==> config.mk <==
export PLATFORM = sky130hd
export DESIGN_NAME = checkpoint_ctrl
export DESIGN_NICKNAME = d
export VERILOG_FILES = /design/src/rtl/checkpoint_ctrl.sv
export SDC_FILE = /design/constraint.sdc
export NUM_CORES = 1
export LEC_CHECK = 0
export CAP_MARGIN = 5
export CORE_MARGIN = 3
export CORE_UTILIZATION = 45
export DETAILED_ROUTE_END_ITERATION = 6
export PLACE_DENSITY = 0.86
export SLEW_MARGIN = 20
export SYNTH_ARGS = -nofsm -noshare
export SYNTH_HDL_FRONTEND = slang
export SYNTH_SLANG_ARGS = --single-unit
export TNS_END_PERCENT = 100
==> constraint.sdc <==
create_clock -name clk -period 5.4 [get_ports clk]
set_input_delay 1.62 -clock clk [delete_from_list [all_inputs] [get_ports clk]]
set_output_delay 1.62 -clock clk [all_outputs]
set_load 0.005 [all_outputs]
==> src/rtl/checkpoint_ctrl.sv <==
// ---------------------------------------------------------------------------
// checkpoint_ctrl
//
// Purpose:
//   Schedules the rename stage's branch checkpoint slots (per-branch snapshots
//   of map table, free list and ROB allocator). Slots are handed out in
//   program order from a circular queue, freed in order once their branch
//   resolves correctly, and squashed (offending slot plus everything younger)
//   on a mispredict, after which a multi-cycle restore is sequenced while
//   rename is stalled.
//
// Parameters:
//   NUM_CKPT       number of checkpoint slots (power of two, >= 2)
//   CKPT_WIDTH     slot index width, log2(NUM_CKPT)
//   RECOVER_CYCLES cycles spent restoring per mispredict (>= 1)
//
// Ports:
//   clk                 in   rising-edge clock
//   reset               in   asynchronous active-high reset
//   br_dispatch_req     in   rename has a branch to dispatch
//   br_dispatch_grant   out  a slot is available (allocation on req && grant)
//   br_ckpt_id          out  slot granted (tail pointer)
//   ckpt_save           out  snapshot strobe (req && grant)
//   resolve_valid       in   a branch resolved this cycle
//   resolve_id          in   slot of the resolving branch
//   resolve_mispredict  in   the resolving branch was mispredicted
//   restore_en          out  one-cycle pulse: restore state from restore_id
//   restore_id          out  slot to restore from
//   rename_stall        out  high while a restore is in progress
//   ckpt_count          out  occupied slots, 0..NUM_CKPT
//   perf_mispredict_cnt out  accepted mispredicts (CKPT_PERF_EN only)
//   perf_full_stall_cnt out  cycles with req while full (CKPT_PERF_EN only)
//
// Configuration:
//   Define CKPT_PERF_EN to build the two 32-bit performance counters;
//   otherwise both perf ports are tied to zero.
// ---------------------------------------------------------------------------
module checkpoint_ctrl #(
  parameter int NUM_CKPT       = 4,
  parameter int CKPT_WIDTH     = 2,
  parameter int RECOVER_CYCLES = 2
) (
  input  logic                  clk,
  input  logic                  reset,
  input  logic                  br_dispatch_req,
  output logic                  br_dispatch_grant,
  output logic [CKPT_WIDTH-1:0] br_ckpt_id,
  output logic                  ckpt_save,
  input  logic                  resolve_valid,
  input  logic [CKPT_WIDTH-1:0] resolve_id,
  input  logic                  resolve_mispredict,
  output logic                  restore_en,
  output logic [CKPT_WIDTH-1:0] restore_id,
  output logic                  rename_stall,
  output logic [CKPT_WIDTH:0]   ckpt_count,
  output logic [31:0]           perf_mispredict_cnt,
  output logic [31:0]           perf_full_stall_cnt
);

  localparam int RC_W = (RECOVER_CYCLES > 1) ? $clog2(RECOVER_CYCLES) : 1;
  localparam logic [RC_W-1:0]     RC_LOAD    = RC_W'(RECOVER_CYCLES - 1);
  localparam logic [CKPT_WIDTH:0] FULL_COUNT = (CKPT_WIDTH+1)'(NUM_CKPT);

  typedef enum logic {
    ST_IDLE,
    ST_RECOVER
  } state_t;

  state_t                r_state;
  state_t                w_state_next;
  logic [RC_W-1:0]       r_recover_cnt;
  logic [RC_W-1:0]       w_recover_cnt_next;
  logic                  r_restore_en;
  logic                  w_restore_en_next;
  logic [CKPT_WIDTH-1:0] r_restore_id;
  logic [CKPT_WIDTH-1:0] w_restore_id_next;

  logic [CKPT_WIDTH-1:0] r_head;
  logic [CKPT_WIDTH-1:0] r_tail;
  logic [CKPT_WIDTH:0]   r_count;
  logic [NUM_CKPT-1:0]   r_valid;
  logic [NUM_CKPT-1:0]   r_resolved;
  logic [NUM_CKPT-1:0]   w_valid_next;
  logic [NUM_CKPT-1:0]   w_resolved_next;
  logic [NUM_CKPT-1:0]   w_squash_mask;

  logic                  w_full;
  logic                  w_mispredict;
  logic                  w_correct;
  logic                  w_alloc;
  logic                  w_retire;
  logic [CKPT_WIDTH-1:0] w_misp_offset;

  // Event decode. Resolves that point at an unoccupied slot (already retired
  // or squashed) are dropped here, so nothing downstream needs to filter them.
  // Full is taken from the registered count only: a resolve freeing a slot
  // this cycle does not open the grant until the following cycle.
  assign w_full        = (r_count == FULL_COUNT);
  assign w_mispredict  = resolve_valid && resolve_mispredict && r_valid[resolve_id];
  assign w_correct     = resolve_valid && !resolve_mispredict && r_valid[resolve_id];
  assign w_alloc       = br_dispatch_req && br_dispatch_grant;
  assign w_retire      = r_valid[r_head] && r_resolved[r_head] && !w_mispredict;
  assign w_misp_offset = resolve_id - r_head;

  assign br_dispatch_grant = !w_full && (r_state == ST_IDLE) && !w_mispredict;
  assign br_ckpt_id        = r_tail;
  assign ckpt_save         = w_alloc;
  assign restore_en        = r_restore_en;
  assign restore_id        = r_restore_id;
  assign rename_stall      = (r_state == ST_RECOVER);
  assign ckpt_count        = r_count;

  // Squash mask: a slot is squashed when its age (distance from head, modulo
  // the queue size) is at least that of the mispredicted slot. This covers the
  // mispredicted slot and every younger one, including the wrapped full case
  // where head == tail.
  always_comb begin
    w_squash_mask = '0;
    for (int i = 0; i < NUM_CKPT; i++) begin
      w_squash_mask[i] = ((CKPT_WIDTH'(i) - r_head) >= w_misp_offset);
    end
  end

  // Next-state of the per-slot valid/resolved bits. A mispredict overrides
  // everything else in its cycle: no retire, no allocation (grant is already
  // low), only the squash.
  always_comb begin
    w_valid_next    = r_valid;
    w_resolved_next = r_resolved;
    if (w_mispredict) begin
      w_valid_next = r_valid & ~w_squash_mask;
    end else begin
      if (w_correct) begin
        w_resolved_next[resolve_id] = 1'b1;
      end
      if (w_retire) begin
        w_valid_next[r_head] = 1'b0;
      end
      if (w_alloc) begin
        w_valid_next[r_tail]    = 1'b1;
        w_resolved_next[r_tail] = 1'b0;
      end
    end
  end

  // Queue pointers and occupancy. On a mispredict the tail snaps back to the
  // offending slot and the count becomes its distance from head, which is zero
  // when the head itself mispredicted.
  always_ff @(posedge clk or posedge reset) begin
    if (reset) begin
      r_head     <= '0;
      r_tail     <= '0;
      r_count    <= '0;
      r_valid    <= '0;
      r_resolved <= '0;
    end else begin
      r_valid    <= w_valid_next;
      r_resolved <= w_resolved_next;
      if (w_mispredict) begin
        r_tail  <= resolve_id;
        r_count <= {1'b0, w_misp_offset};
      end else begin
        if (w_retire) begin
          r_head <= r_head + CKPT_WIDTH'(1);
        end
        if (w_alloc) begin
          r_tail <= r_tail + CKPT_WIDTH'(1);
        end
        if (w_alloc && !w_retire) begin
          r_count <= r_count + (CKPT_WIDTH+1)'(1);
        end else if (!w_alloc && w_retire) begin
          r_count <= r_count - (CKPT_WIDTH+1)'(1);
        end
      end
    end
  end

  // Recovery FSM state register, including the registered restore strobe.
  always_ff @(posedge clk or posedge reset) begin
    if (reset) begin
      r_state       <= ST_IDLE;
      r_recover_cnt <= '0;
      r_restore_en  <= 1'b0;
      r_restore_id  <= '0;
    end else begin
      r_state       <= w_state_next;
      r_recover_cnt <= w_recover_cnt_next;
      r_restore_en  <= w_restore_en_next;
      r_restore_id  <= w_restore_id_next;
    end
  end

  // Recovery FSM next-state. Any accepted mispredict (also one arriving in
  // the middle of a restore) restarts the sequence from the top, so the
  // restore strobe re-pulses and the full RECOVER_CYCLES stall is repeated.
  always_comb begin
    w_state_next       = r_state;
    w_recover_cnt_next = r_recover_cnt;
    w_restore_en_next  = 1'b0;
    w_restore_id_next  = r_restore_id;
    if (w_mispredict) begin
      w_state_next       = ST_RECOVER;
      w_recover_cnt_next = RC_LOAD;
      w_restore_en_next  = 1'b1;
      w_restore_id_next  = resolve_id;
    end else if (r_state == ST_RECOVER) begin
      if (r_recover_cnt == '0) begin
        w_state_next = ST_IDLE;
      end else begin
        w_recover_cnt_next = r_recover_cnt - RC_W'(1);
      end
    end
  end

`ifdef CKPT_PERF_EN
  logic [31:0] r_perf_mispredict_cnt;
  logic [31:0] r_perf_full_stall_cnt;

  // Performance counters: accepted mispredicts and cycles where rename wanted
  // a slot but the queue was full. Both wrap naturally at 2^32.
  always_ff @(posedge clk or posedge reset) begin
    if (reset) begin
      r_perf_mispredict_cnt <= '0;
      r_perf_full_stall_cnt <= '0;
    end else begin
      if (w_mispredict) begin
        r_perf_mispredict_cnt <= r_perf_mispredict_cnt + 32'd1;
      end
      if (br_dispatch_req && w_full) begin
        r_perf_full_stall_cnt <= r_perf_full_stall_cnt + 32'd1;
      end
    end
  end

  assign perf_mispredict_cnt = r_perf_mispredict_cnt;
  assign perf_full_stall_cnt = r_perf_full_stall_cnt;
`else
  assign perf_mispredict_cnt = 32'd0;
  assign perf_full_stall_cnt = 32'd0;
`endif

endmodule

==> results.json <==
{
  "status": "completed",
  "clk_latency_ns": 0.26,
  "drv_slew": 0,
  "grt_start_max_net_pins": 21,
  "cp_top_family": "buffers and inverters",
  "die_h_um": 68.8,
  "p_int_uw": 583,
  "hold_viol": 0,
  "yosysSeqAreaShare": 0.282,
  "min_path_type": "reg -> reg",
  "cts_setup_buffers": 0,
  "cts_hold_buf": 0,
  "yosys_warnings": 0,
  "synth_edf_count": 0,
  "cts_root_buf": "clkbuf_8",
  "p_clk_frac": 0.155,
  "ctsResizeCount": 0,
  "core_um2": 3740,
  "vias_per_cell": 4.48,
  "drc": 0,
  "clockBufferDepth": 2,
  "ir_worst_vdd_mv": 0.245,
  "rrSetupSlack_ns": 3.07,
  "yosys.area.top_type": "dfrtp_1",
  "drv_cap": 0,
  "cts_tree": "done",
  "fmax_ghz": 0.193,
  "path_cells": "clkdlybuf4s50_1 -> mux4_2 -> nand3_2 -> inv_2 -> nor3_1 -> clkdlybuf4s50_1",
  "grt_pass1_vias": 1051,
  "fin_crit_sh": 0.962,
  "post-route-util": 0.487,
  "start_kind": "input pin",
  "fin_ws_ns": 0.207,
  "slowest_stage": "mux4_2",
  "synth-main-ff-cell": "dfrtp_1",
  "grt_use_total": 0.142,
  "path_class": "in -> out",
  "cts_inserted_buffers": 3,
  "yosysUniqueCellTypes": 36,
  "port_buffers": 17,
  "synth.top_cell.area_share": 0.282,
  "placed_cells": 254,
  "ant_nets": 0,
  "layout.nets": 234,
  "p_per_area_nw_per_um2": 529,
  "p_seq_frac": 0.313,
  "comb_power_share": 0.532,
  "tightest_slew_ns": 0.739,
  "area_growth_pct": 2.82,
  "switching_share": 0.396,
  "final_common_cell": "conb_1",
  "syn_area_per_cell_um2": 9.34,
  "critPathMaxStageDelay_ns": 0.55,
  "io_pins": 82,
  "clock_skew_ns": 0.00884,
  "p_leak_uw": 0.000942,
  "drive_gt1_frac": 0.0762,
  "wl_um": 3100,
  "maxSlewHeadroom": 0.507,
  "rsz0062_at_grt": "no",
  "row_count": 22,
  "synth-seq-cells": 20,
  "p_sw_uw": 382,
  "synthesis.area_um2": 1770,
  "tns_ns": 0,
  "routabilityCongestion": 0.850,
  "setup_viol": 0,
  "fin_cells": 258,
  "vias": 1156,
  "critPathBufInv": 3,
  "cts.sinks": 20,
  "final_cell_mix": "conb_1, nand2_1, dfrtp_1",
  "antenna_found_initial": 0,
  "arrival_ns": 3.57,
  "synthTopCellsByArea": "dfrtp_1, buf_4, ha_1, nand2_1, fa_1",
  "htree_levels": 1,
  "syn_inst": 190,
  "wl_per_cell_um": 12.0,
  "post-place-ws_ns": 0.224,
  "start_util": 0.474,
  "async_reset_ff_frac": 1.00,
  "drt_iter0_drc": 48,
  "path_clk_slew_ns": 0.08,
  "cp-end-kind": "primary output",
  "num_antenna_cells": 0,
  "grt_pass1_wl_um": 4950,
  "crit_fanout": 8,
  "cp_common_cell": "clkdlybuf4s50_1",
  "dieArea_um2": 4730,
  "first_pass_iters": 4,
  "dp_hpwl_um": 2530,
  "cp.required_ns": 3.78,
  "min_period_ns": 5.19,
  "grt_remaining_overflow": 0,
  "die_w_um": 68.8
}
sequential cells by signal, summed over array words and instances, names as in the netlist:
register       count
r_recover_cnt      1
restore_id         2
r_head             2
r_resolved         4
restore_en         1
br_ckpt_id         2
rename_stall       1
r_valid            4
ckpt_count         3
tightest hold or removal path, cell delays in order (launching register included):
cell and delay, ns:
dfrtp_1 0.35, nand2_1 0.05, nand2_1 0.06
logic make-up (layout without fill, tap and decap cells):
logic type / count (synthesis) / count (layout) / synth area share
multiplexers: 7 / 7 / 0.0543
flip-flops: 20 / 20 / 0.282
buffers and inverters: 80 / 37 / 0.317
adder cells (fa/ha/maj): 16 / 16 / 0.126
XOR/XNOR: 5 / 5 / 0.0247
AND/OR/NAND/NOR: 37 / 37 / 0.106
AO/OA/AOI/OAI: 24 / 24 / 0.0874
other: 1 / 64 / 0.00211
stage by stage:
step	total power, uW	hold WS [ns]	area [um^2]
global placement	794	0.451	1750
CTS	969	0.498	1820
floorplan	672	0.446	2010
finish	965	0.494	1820
detailed placement	817	0.479	1750
global route	1050	0.510	1820
cell usage after synthesis (all sizes together) (3+ instances only):
cell type,instances
nor3b,3
a31oi,3
buf,67
fa,3
nand2,20
inv,12
a21oi,7
dfrtp,20
ha,13
mux2i,4
o21ai,4
nor3,4
xnor2,4
power groups by stage:
| stage | Sequential (uW) | Combinational (uW) | Clock [uW] |
|---|---|---|---|
| after CTS | 302 | 516 | 151 |
| after global routing | 312 | 581 | 158 |
| after global placement | 301 | 493 | 0 |
| after floorplan | 286 | 387 | 0 |
| final | 302 | 513 | 150 |
| after detailed placement | 305 | 513 | 0 |
layout make-up:
type                            count  area, um^2
Sequential cell                    20         500
Inverter                           12        45.0
Clock buffer                        3        41.3
Fill cell                         360        1920
Timing Repair Buffer               21         200
Multi-Input combinational cell    153         947
Clock inverter                      1        30.0
Tap cell                           48        60.1
routing by layer:
metal / up-vias / wire [um] / GRT usage
li1: 531 / - / -
met1: 559 / 1270 / 0.182
met2: 61 / 1490 / 0.235
met3: 5 / 296 / 0.0276
met4: 0 / 47 / 0.0584
met5: - / 0 / 0
path summary, 6_finish.rpt:
check / to / from / cells past startpoint
worst max-delay path: br_dispatch_grant / resolve_id[1] / 6
worst min-delay path: restore_id[0] / restore_id[0] / 2
worst max register to register: ckpt_count[2] / r_valid[2] / 8
worst min register to register: restore_id[0] / restore_id[0] / 2
max in group asynchronous: r_valid[1] / reset / 2
min in group asynchronous: restore_id[0] / reset / 2
Power figures use the tool's default switching activity.
